File: src/rtl/draw_arb_pkg.sv
// Shared types and constants for the draw arbiter and its helpers.
package draw_arb_pkg;

  localparam int unsigned XWidth      = 9;
  localparam int unsigned YWidth      = 8;
  localparam int unsigned ColourWidth = 6;

  localparam int unsigned DefNumReq  = 4;
  localparam int unsigned DefTimeout = 100000;

  typedef enum logic [1:0] {
    StIdle,
    StGrant,
    StRelease
  } arbState_e;

  // Bits needed to index n items; never less than one.
  function automatic int unsigned idxWidth(input int unsigned n);
    return (n > 1) ? $clog2(n) : 1;
  endfunction

endpackage

File: src/rtl/draw_arbiter_if.sv
// Requester-side and VGA-side signals of the draw arbiter.
interface draw_arbiter_if #(
  parameter int unsigned NUM_REQ = draw_arb_pkg::DefNumReq
);
  import draw_arb_pkg::*;

  logic [NUM_REQ-1:0]             req;
  logic [NUM_REQ-1:0]             done;
  logic [XWidth*NUM_REQ-1:0]      reqX;
  logic [YWidth*NUM_REQ-1:0]      reqY;
  logic [ColourWidth*NUM_REQ-1:0] reqColour;
  logic [NUM_REQ-1:0]             reqPlot;

  logic [NUM_REQ-1:0]     grant;
  logic                   busy;
  logic [XWidth-1:0]      xOut;
  logic [YWidth-1:0]      yOut;
  logic [ColourWidth-1:0] colourOut;
  logic                   plotOut;
  logic                   frameOverrun;
  logic                   timeoutErr;

  // Requesters (and the VGA consumer) side.
  modport master (
    output req, done, reqX, reqY, reqColour, reqPlot,
    input  grant, busy, xOut, yOut, colourOut, plotOut, frameOverrun, timeoutErr
  );

  // Arbiter side.
  modport slave (
    input  req, done, reqX, reqY, reqColour, reqPlot,
    output grant, busy, xOut, yOut, colourOut, plotOut, frameOverrun, timeoutErr
  );

endinterface

File: src/rtl/rr_pick.sv
// Combinational round-robin picker: first set request at or after ptr, wrapping.
module rr_pick #(
  parameter int unsigned NUM_REQ = 4,
  parameter int unsigned PTR_W   = 2
) (
  input  logic [NUM_REQ-1:0] req,
  input  logic [PTR_W-1:0]   ptr,
  output logic [PTR_W-1:0]   winner,
  output logic               valid
);

  int unsigned      idx;
  logic [PTR_W-1:0] idxN;

  // Scan from farthest to nearest so the nearest set request is assigned last.
  always_comb begin
    winner = '0;
    valid  = 1'b0;
    idx    = 0;
    idxN   = '0;
    for (int k = NUM_REQ - 1; k >= 0; k--) begin
      idx = 32'(ptr) + 32'(k);
      if (idx >= NUM_REQ) idx = idx - NUM_REQ;
      idxN = PTR_W'(idx);
      if (req[idxN]) begin
        valid  = 1'b1;
        winner = idxN;
      end
    end
  end

endmodule

File: src/rtl/draw_arbiter.sv
// Round-robin arbiter multiplexing several pixel drawers onto one VGA write port.
module draw_arbiter
  import draw_arb_pkg::*;
#(
  parameter int unsigned NUM_REQ = DefNumReq,
  parameter int unsigned TIMEOUT = DefTimeout
) (
  input logic           Clock,
  input logic           Resetn,
  input logic           Enable1Frame,
  draw_arbiter_if.slave bus
);

  localparam int unsigned PtrW = idxWidth(NUM_REQ);
  localparam int unsigned CntW = idxWidth(TIMEOUT);

  arbState_e              stateQ, stateD;
  logic [NUM_REQ-1:0]     grantQ, grantD;
  logic [PtrW-1:0]        ownerQ, ownerD;
  logic [PtrW-1:0]        ptrQ, ptrD;
  logic [CntW-1:0]        cntQ, cntD;
  logic [XWidth-1:0]      xQ, xD;
  logic [YWidth-1:0]      yQ, yD;
  logic [ColourWidth-1:0] colourQ, colourD;
  logic                   plotQ, plotD;
  logic                   overrunQ, overrunD;
  logic                   errQ, errD;

  logic [PtrW-1:0]        pickIdx;
  logic                   pickValid;
  logic [PtrW-1:0]        ptrAfterOwner;

  logic                   reqSel, doneSel, plotSel;
  logic [XWidth-1:0]      xSel;
  logic [YWidth-1:0]      ySel;
  logic [ColourWidth-1:0] colourSel;

  rr_pick #(
    .NUM_REQ (NUM_REQ),
    .PTR_W   (PtrW)
  ) uPick (
    .req    (bus.req),
    .ptr    (ptrQ),
    .winner (pickIdx),
    .valid  (pickValid)
  );

  // Route the current owner's signals; everyone else is ignored.
  always_comb begin
    reqSel    = 1'b0;
    doneSel   = 1'b0;
    plotSel   = 1'b0;
    xSel      = '0;
    ySel      = '0;
    colourSel = '0;
    for (int i = 0; i < NUM_REQ; i++) begin
      if (ownerQ == PtrW'(i)) begin
        reqSel    = bus.req[i];
        doneSel   = bus.done[i];
        plotSel   = bus.reqPlot[i];
        xSel      = bus.reqX[i*XWidth +: XWidth];
        ySel      = bus.reqY[i*YWidth +: YWidth];
        colourSel = bus.reqColour[i*ColourWidth +: ColourWidth];
      end
    end
  end

  assign ptrAfterOwner = (ownerQ == PtrW'(NUM_REQ - 1)) ? '0 : ownerQ + PtrW'(1);

  // Next-state: arbitration, pixel pass-through, timeout and overrun detection.
  always_comb begin
    stateD   = stateQ;
    grantD   = grantQ;
    ownerD   = ownerQ;
    ptrD     = ptrQ;
    cntD     = '0;
    xD       = xQ;
    yD       = yQ;
    colourD  = colourQ;
    plotD    = 1'b0;
    errD     = errQ;
    overrunD = Enable1Frame && (stateQ == StGrant);

    unique case (stateQ)
      StIdle: begin
        grantD = '0;
        if (pickValid) begin
          stateD = StGrant;
          ownerD = pickIdx;
          grantD = NUM_REQ'(1) << pickIdx;
        end
      end

      StGrant: begin
        // Every granted cycle's pixel goes out, including the final one.
        xD      = xSel;
        yD      = ySel;
        colourD = colourSel;
        plotD   = plotSel;
        cntD    = cntQ + CntW'(1);
        // A voluntary finish takes priority over a coinciding timeout.
        if (doneSel || !reqSel) begin
          stateD = StRelease;
          grantD = '0;
          ptrD   = ptrAfterOwner;
        end else if (cntQ == CntW'(TIMEOUT - 1)) begin
          stateD = StRelease;
          grantD = '0;
          ptrD   = ptrAfterOwner;
          errD   = 1'b1;
        end
      end

      StRelease: begin
        stateD = StIdle;
        grantD = '0;
      end

      default: begin
        stateD = StIdle;
        grantD = '0;
      end
    endcase
  end

  // State register; reset aborts any burst immediately.
  always_ff @(posedge Clock or negedge Resetn) begin
    if (!Resetn) begin
      stateQ   <= StIdle;
      grantQ   <= '0;
      ownerQ   <= '0;
      ptrQ     <= '0;
      cntQ     <= '0;
      xQ       <= '0;
      yQ       <= '0;
      colourQ  <= '0;
      plotQ    <= 1'b0;
      overrunQ <= 1'b0;
      errQ     <= 1'b0;
    end else begin
      stateQ   <= stateD;
      grantQ   <= grantD;
      ownerQ   <= ownerD;
      ptrQ     <= ptrD;
      cntQ     <= cntD;
      xQ       <= xD;
      yQ       <= yD;
      colourQ  <= colourD;
      plotQ    <= plotD;
      overrunQ <= overrunD;
      errQ     <= errD;
    end
  end

  assign bus.grant        = grantQ;
  assign bus.busy         = (stateQ == StGrant);
  assign bus.xOut         = xQ;
  assign bus.yOut         = yQ;
  assign bus.colourOut    = colourQ;
  assign bus.plotOut      = plotQ;
  assign bus.frameOverrun = overrunQ;
  assign bus.timeoutErr   = errQ;

endmodule

File: src/flat_wrapper.sv
// flat-port wrapper written by rule: the top's interface ports become plain ports
module draw_arbiter_flat import draw_arb_pkg::*;
#(
  parameter int unsigned NUM_REQ = DefNumReq,
  parameter int unsigned TIMEOUT = DefTimeout
)
  (Clock, Resetn, Enable1Frame, bus_req, bus_done, bus_reqX, bus_reqY, bus_reqColour, bus_reqPlot, bus_grant, bus_busy, bus_xOut, bus_yOut, bus_colourOut, bus_plotOut, bus_frameOverrun, bus_timeoutErr);
  draw_arbiter_if #(.NUM_REQ(NUM_REQ)) bus_i ();
  input logic Clock;
  input logic Resetn;
  input logic Enable1Frame;
  input wire logic [$bits(bus_i.req)-1:0] bus_req;
  input wire logic [$bits(bus_i.done)-1:0] bus_done;
  input wire logic [$bits(bus_i.reqX)-1:0] bus_reqX;
  input wire logic [$bits(bus_i.reqY)-1:0] bus_reqY;
  input wire logic [$bits(bus_i.reqColour)-1:0] bus_reqColour;
  input wire logic [$bits(bus_i.reqPlot)-1:0] bus_reqPlot;
  output wire logic [$bits(bus_i.grant)-1:0] bus_grant;
  output wire logic [$bits(bus_i.busy)-1:0] bus_busy;
  output wire logic [$bits(bus_i.xOut)-1:0] bus_xOut;
  output wire logic [$bits(bus_i.yOut)-1:0] bus_yOut;
  output wire logic [$bits(bus_i.colourOut)-1:0] bus_colourOut;
  output wire logic [$bits(bus_i.plotOut)-1:0] bus_plotOut;
  output wire logic [$bits(bus_i.frameOverrun)-1:0] bus_frameOverrun;
  output wire logic [$bits(bus_i.timeoutErr)-1:0] bus_timeoutErr;
  assign bus_i.req = bus_req;
  assign bus_i.done = bus_done;
  assign bus_i.reqX = bus_reqX;
  assign bus_i.reqY = bus_reqY;
  assign bus_i.reqColour = bus_reqColour;
  assign bus_i.reqPlot = bus_reqPlot;
  assign bus_grant = bus_i.grant;
  assign bus_busy = bus_i.busy;
  assign bus_xOut = bus_i.xOut;
  assign bus_yOut = bus_i.yOut;
  assign bus_colourOut = bus_i.colourOut;
  assign bus_plotOut = bus_i.plotOut;
  assign bus_frameOverrun = bus_i.frameOverrun;
  assign bus_timeoutErr = bus_i.timeoutErr;
  draw_arbiter #(.NUM_REQ(NUM_REQ), .TIMEOUT(TIMEOUT)) u_core (.Clock(Clock), .Resetn(Resetn), .Enable1Frame(Enable1Frame), .bus(bus_i));
endmodule
File: config.mk
export PLATFORM = sky130hd
export DESIGN_NAME = draw_arbiter_flat
export DESIGN_NICKNAME = d
export VERILOG_FILES = /design/src/rtl/draw_arb_pkg.sv /design/src/rtl/draw_arbiter_if.sv /design/src/rtl/rr_pick.sv /design/src/rtl/draw_arbiter.sv /design/src/flat_wrapper.sv
export SDC_FILE = /design/constraint.sdc
export NUM_CORES = 1
export LEC_CHECK = 0
export BUFFER_PORTS_ARGS = -buffer_cell sky130_fd_sc_hd__buf_4
export CORE_ASPECT_RATIO = 0.9
export CORE_MARGIN = 10
export CORE_UTILIZATION = 43
export DETAILED_ROUTE_END_ITERATION = 16
export PLACE_DENSITY = 0.82
export SLEW_MARGIN = 10
export SYNTH_ARGS = -nofsm -noshare
export SYNTH_HDL_FRONTEND = slang
export SYNTH_SLANG_ARGS = --single-unit
export TNS_END_PERCENT = 20
File: constraint.sdc
create_clock -name Clock -period 1.55 [get_ports Clock]
set_input_delay 0.0775 -clock Clock [delete_from_list [all_inputs] [get_ports Clock]]
set_output_delay 0.0775 -clock Clock [all_outputs]
set_load 0.02 [all_outputs]
==> results.ini <==
[synth]
synth.cell_area_um2=3080
ys_types=51
synth_nets=446
avgSynthCellArea_um2=9.23
syn-instance-count=334
ys_warn_count=0
ys_ff_latch=53
yosysSeqAreaShare=0.430

[clocking]
clk_pin_slew_ps=90
cts_tree=built
clock_path_buffers=2
clk_latency_ps=300
cts_buffers=5
root_buffer=clkbuf_8
clock_sinks=53
cts-htree-levels=2

[cells_and_area]
layout.nets=598
synthToLayoutAreaGrowth_pct=47.5
antennaDiodeCount=0
final_cell_mix=166 x buf_4, 52 x dfrtp_1, 50 x a21oi_1, 39 x nor2_1, 26 x inv_1
final_common_cell=buf_4
multi_input_area_um2=1610
fill_cells=542
fin_cells=580
layout-drive-gt1-share=0.409
seqCellArea_um2=1330

[setup_path]
crit_arrival_ps=2000
worstSetupStartpointType=flop
critPathRequiredTime_ps=1740
crit_type=reg2reg
startpoint=u_core.ownerQ[0]$_DFFE_PN0P_
crit_path_max_fanout=4
reg2reg_slack_ps=-260
crit_path_end_kind=flop
r2r_start=u_core.ownerQ[0]$_DFFE_PN0P_

[floorplanning]
rows=29
coreArea_um2=7000
fp.dieW_um=109
start_util=0.440
io-pin-count=138
die_h_um=100
die_area_um2=11000

[place]
dp.final_hpwl_um=8270
dp_cells=569
dp_slack_ps=-156
io_buffers=137
gp_congestion=0.863

[run_status]
violations=negative setup slack
outcome=complete, but fails checks

[sta]
period_share=1.17
finClkSkew_ps=5.50
hold_viol_final=0
fin_tns_setup_ps=-4280
fin_ws_ps=-262
post-route-min-period_ps=1810
timing.hold.ws_ps=13.7
slew_violations=0
setup-violations-final=34
max_freq_mhz=552
relSlewSlack=0.540
worstMarginPinSlew_ps=690
rsz0062_at_grt=yes

[route]
routed_via_density=5.64
vias=3270
first_pass_iters=4
drc=0
drt_iter0_markers=141
ant_nets=0
routedWlPerCell_um=19.5
wl_um=11300

[global_routing]
grt_pass1_vias=3394
antenna_found_initial=0
track_usage=0.192
grt_max_degree=54
overflow=0
grt_pass1_wl_um=16900

[worst_hold_path]
hold_path.class=in2reg
hold_path.startpoint=Enable1Frame

[power_and_ir_drop]
powerDensity_nw_per_um2=1740
leakage_nw=2.22
peakVddDrop_mv=0.931

[flow_run]
drv_cap=0

## power breakdown
part,total [W],switching (W),internal [W]
Combinational,0.00498,0.00272,0.00225
Clock,0.000755,0.000432,0.000322
Sequential,0.00219,0.000321,0.00187
Total,0.00792,0.00347,0.00445
## routing by layer
metal / global-route usage / routed length (um)
met1: 0.218 / 4380
met4: 0.0530 / 180
met2: 0.320 / 5670
met5: 0 / 0
met3: 0.0846 / 1060
## layout make-up
cell class / instances / share of cell area
multi-input cells: 228 / 0.354
flip-flops and latches: 53 / 0.292
repair buffers: 170 / 0.288
well taps: 93 / 0.0256
inverters: 28 / 0.0231
clock buffers: 8 / 0.0176
## critical path: stages (launching register included)
cell	delay (ps)
dfrtp_2	440
ha_4	180
nand4bb_1	220
a211oi_2	370
o22ai_2	180
mux2_4	320
## flip-flops by register name, summed over array words and instances (netlist names)
| register | cells |
|---|---|
| u_core.bus.colourOut | 6 |
| u_core.bus.frameOverrun | 1 |
| u_core.bus.grant | 4 |
| u_core.bus.plotOut | 1 |
| u_core.bus.timeoutErr | 1 |
| u_core.bus.xOut | 9 |
| u_core.bus.yOut | 8 |
| u_core.cntQ | 17 |
| u_core.ownerQ | 2 |
| u_core.ptrQ | 2 |
| u_core.stateQ | 2 |
## through the flow
stage          instance area, um2   util  total power (W)
6_report                     4540  0.649          0.00792
4_1_cts                      4460  0.637          0.00772
3_3_place_gp                 4350  0.621          0.00676
5_1_grt                      4540  0.649          0.00839
2_1_floorplan                3090      -          0.00515
3_5_place_dp                 4350  0.621          0.00690
## worst paths after layout
path / end / depth (start not counted)
min: u_core.bus.frameOverrun$_DFF_PN0_ / 2
max reg2reg: u_core.ptrQ[1]$_DFFE_PN0P_ / 5
max in group asynchronous: u_core.ownerQ[0]$_DFFE_PN0P_ / 2
max: u_core.ptrQ[1]$_DFFE_PN0P_ / 5
min reg2reg: u_core.bus.grant[2]$_DFFE_PN0P_ / 1
min in group asynchronous: u_core.bus.grant[3]$_DFFE_PN0P_ / 2
## cell usage after synthesis, drive strengths merged
cell	count	area [um2]
o22ai	3	25.0
a22o	2	17.5
o211a	1	10.0
clkbuf	11	41.3
mux2	2	22.5
and4bb	2	25.0
a211o	23	201
ha	5	62.6
nand4	8	50.1
a32o	2	20.0
nor2	39	146
inv	28	105
o22a	1	8.76
a221oi	23	201
xnor2	4	35.0
buf	14	78.8
nand2	7	26.3
o21ai	4	20.0
a211oi	2	20.0
o31ai	1	7.51
xor2	9	78.8
and3	1	6.26
nand4bb	1	11.3
nor3	2	10.0
o21bai	1	7.51
a21oi	51	255
a21o	1	7.51
and2	3	18.8
nor2b	2	15.0
mux2i	1	10.0
o21a	2	15.0
or2	1	6.26
and3b	1	8.76
nand3b	2	15.0
nand3	6	30.0
o221ai	1	8.76
nand2b	2	12.5
nor4	4	40.0
dfrtp	53	1330
nor4b	1	15.0
or3	4	30.0
and4	3	28.8
## cell families (layout without fill, tap and decap cells)
kind of cell    count (synthesis)  after routing  share of synthesized area
compound gates                118            118                      0.268
simple gates                   89             89                      0.161
flops                          53             53                      0.430
buf+inv                        53            206                     0.0731
xor+xnor                       13             13                     0.0369
fa+ha+maj                       5              5                     0.0203
mux                             3              3                     0.0106
## timing repair
item                       4_1_cts  5_1_grt
buffers inserted                 1        1
hold buffers                     1        0
pin swaps                        0        8
resized for setup                3       16
setup endpoints to repair       33       37
hold endpoints to repair        53        0
(Power assumes the default switching activity.)
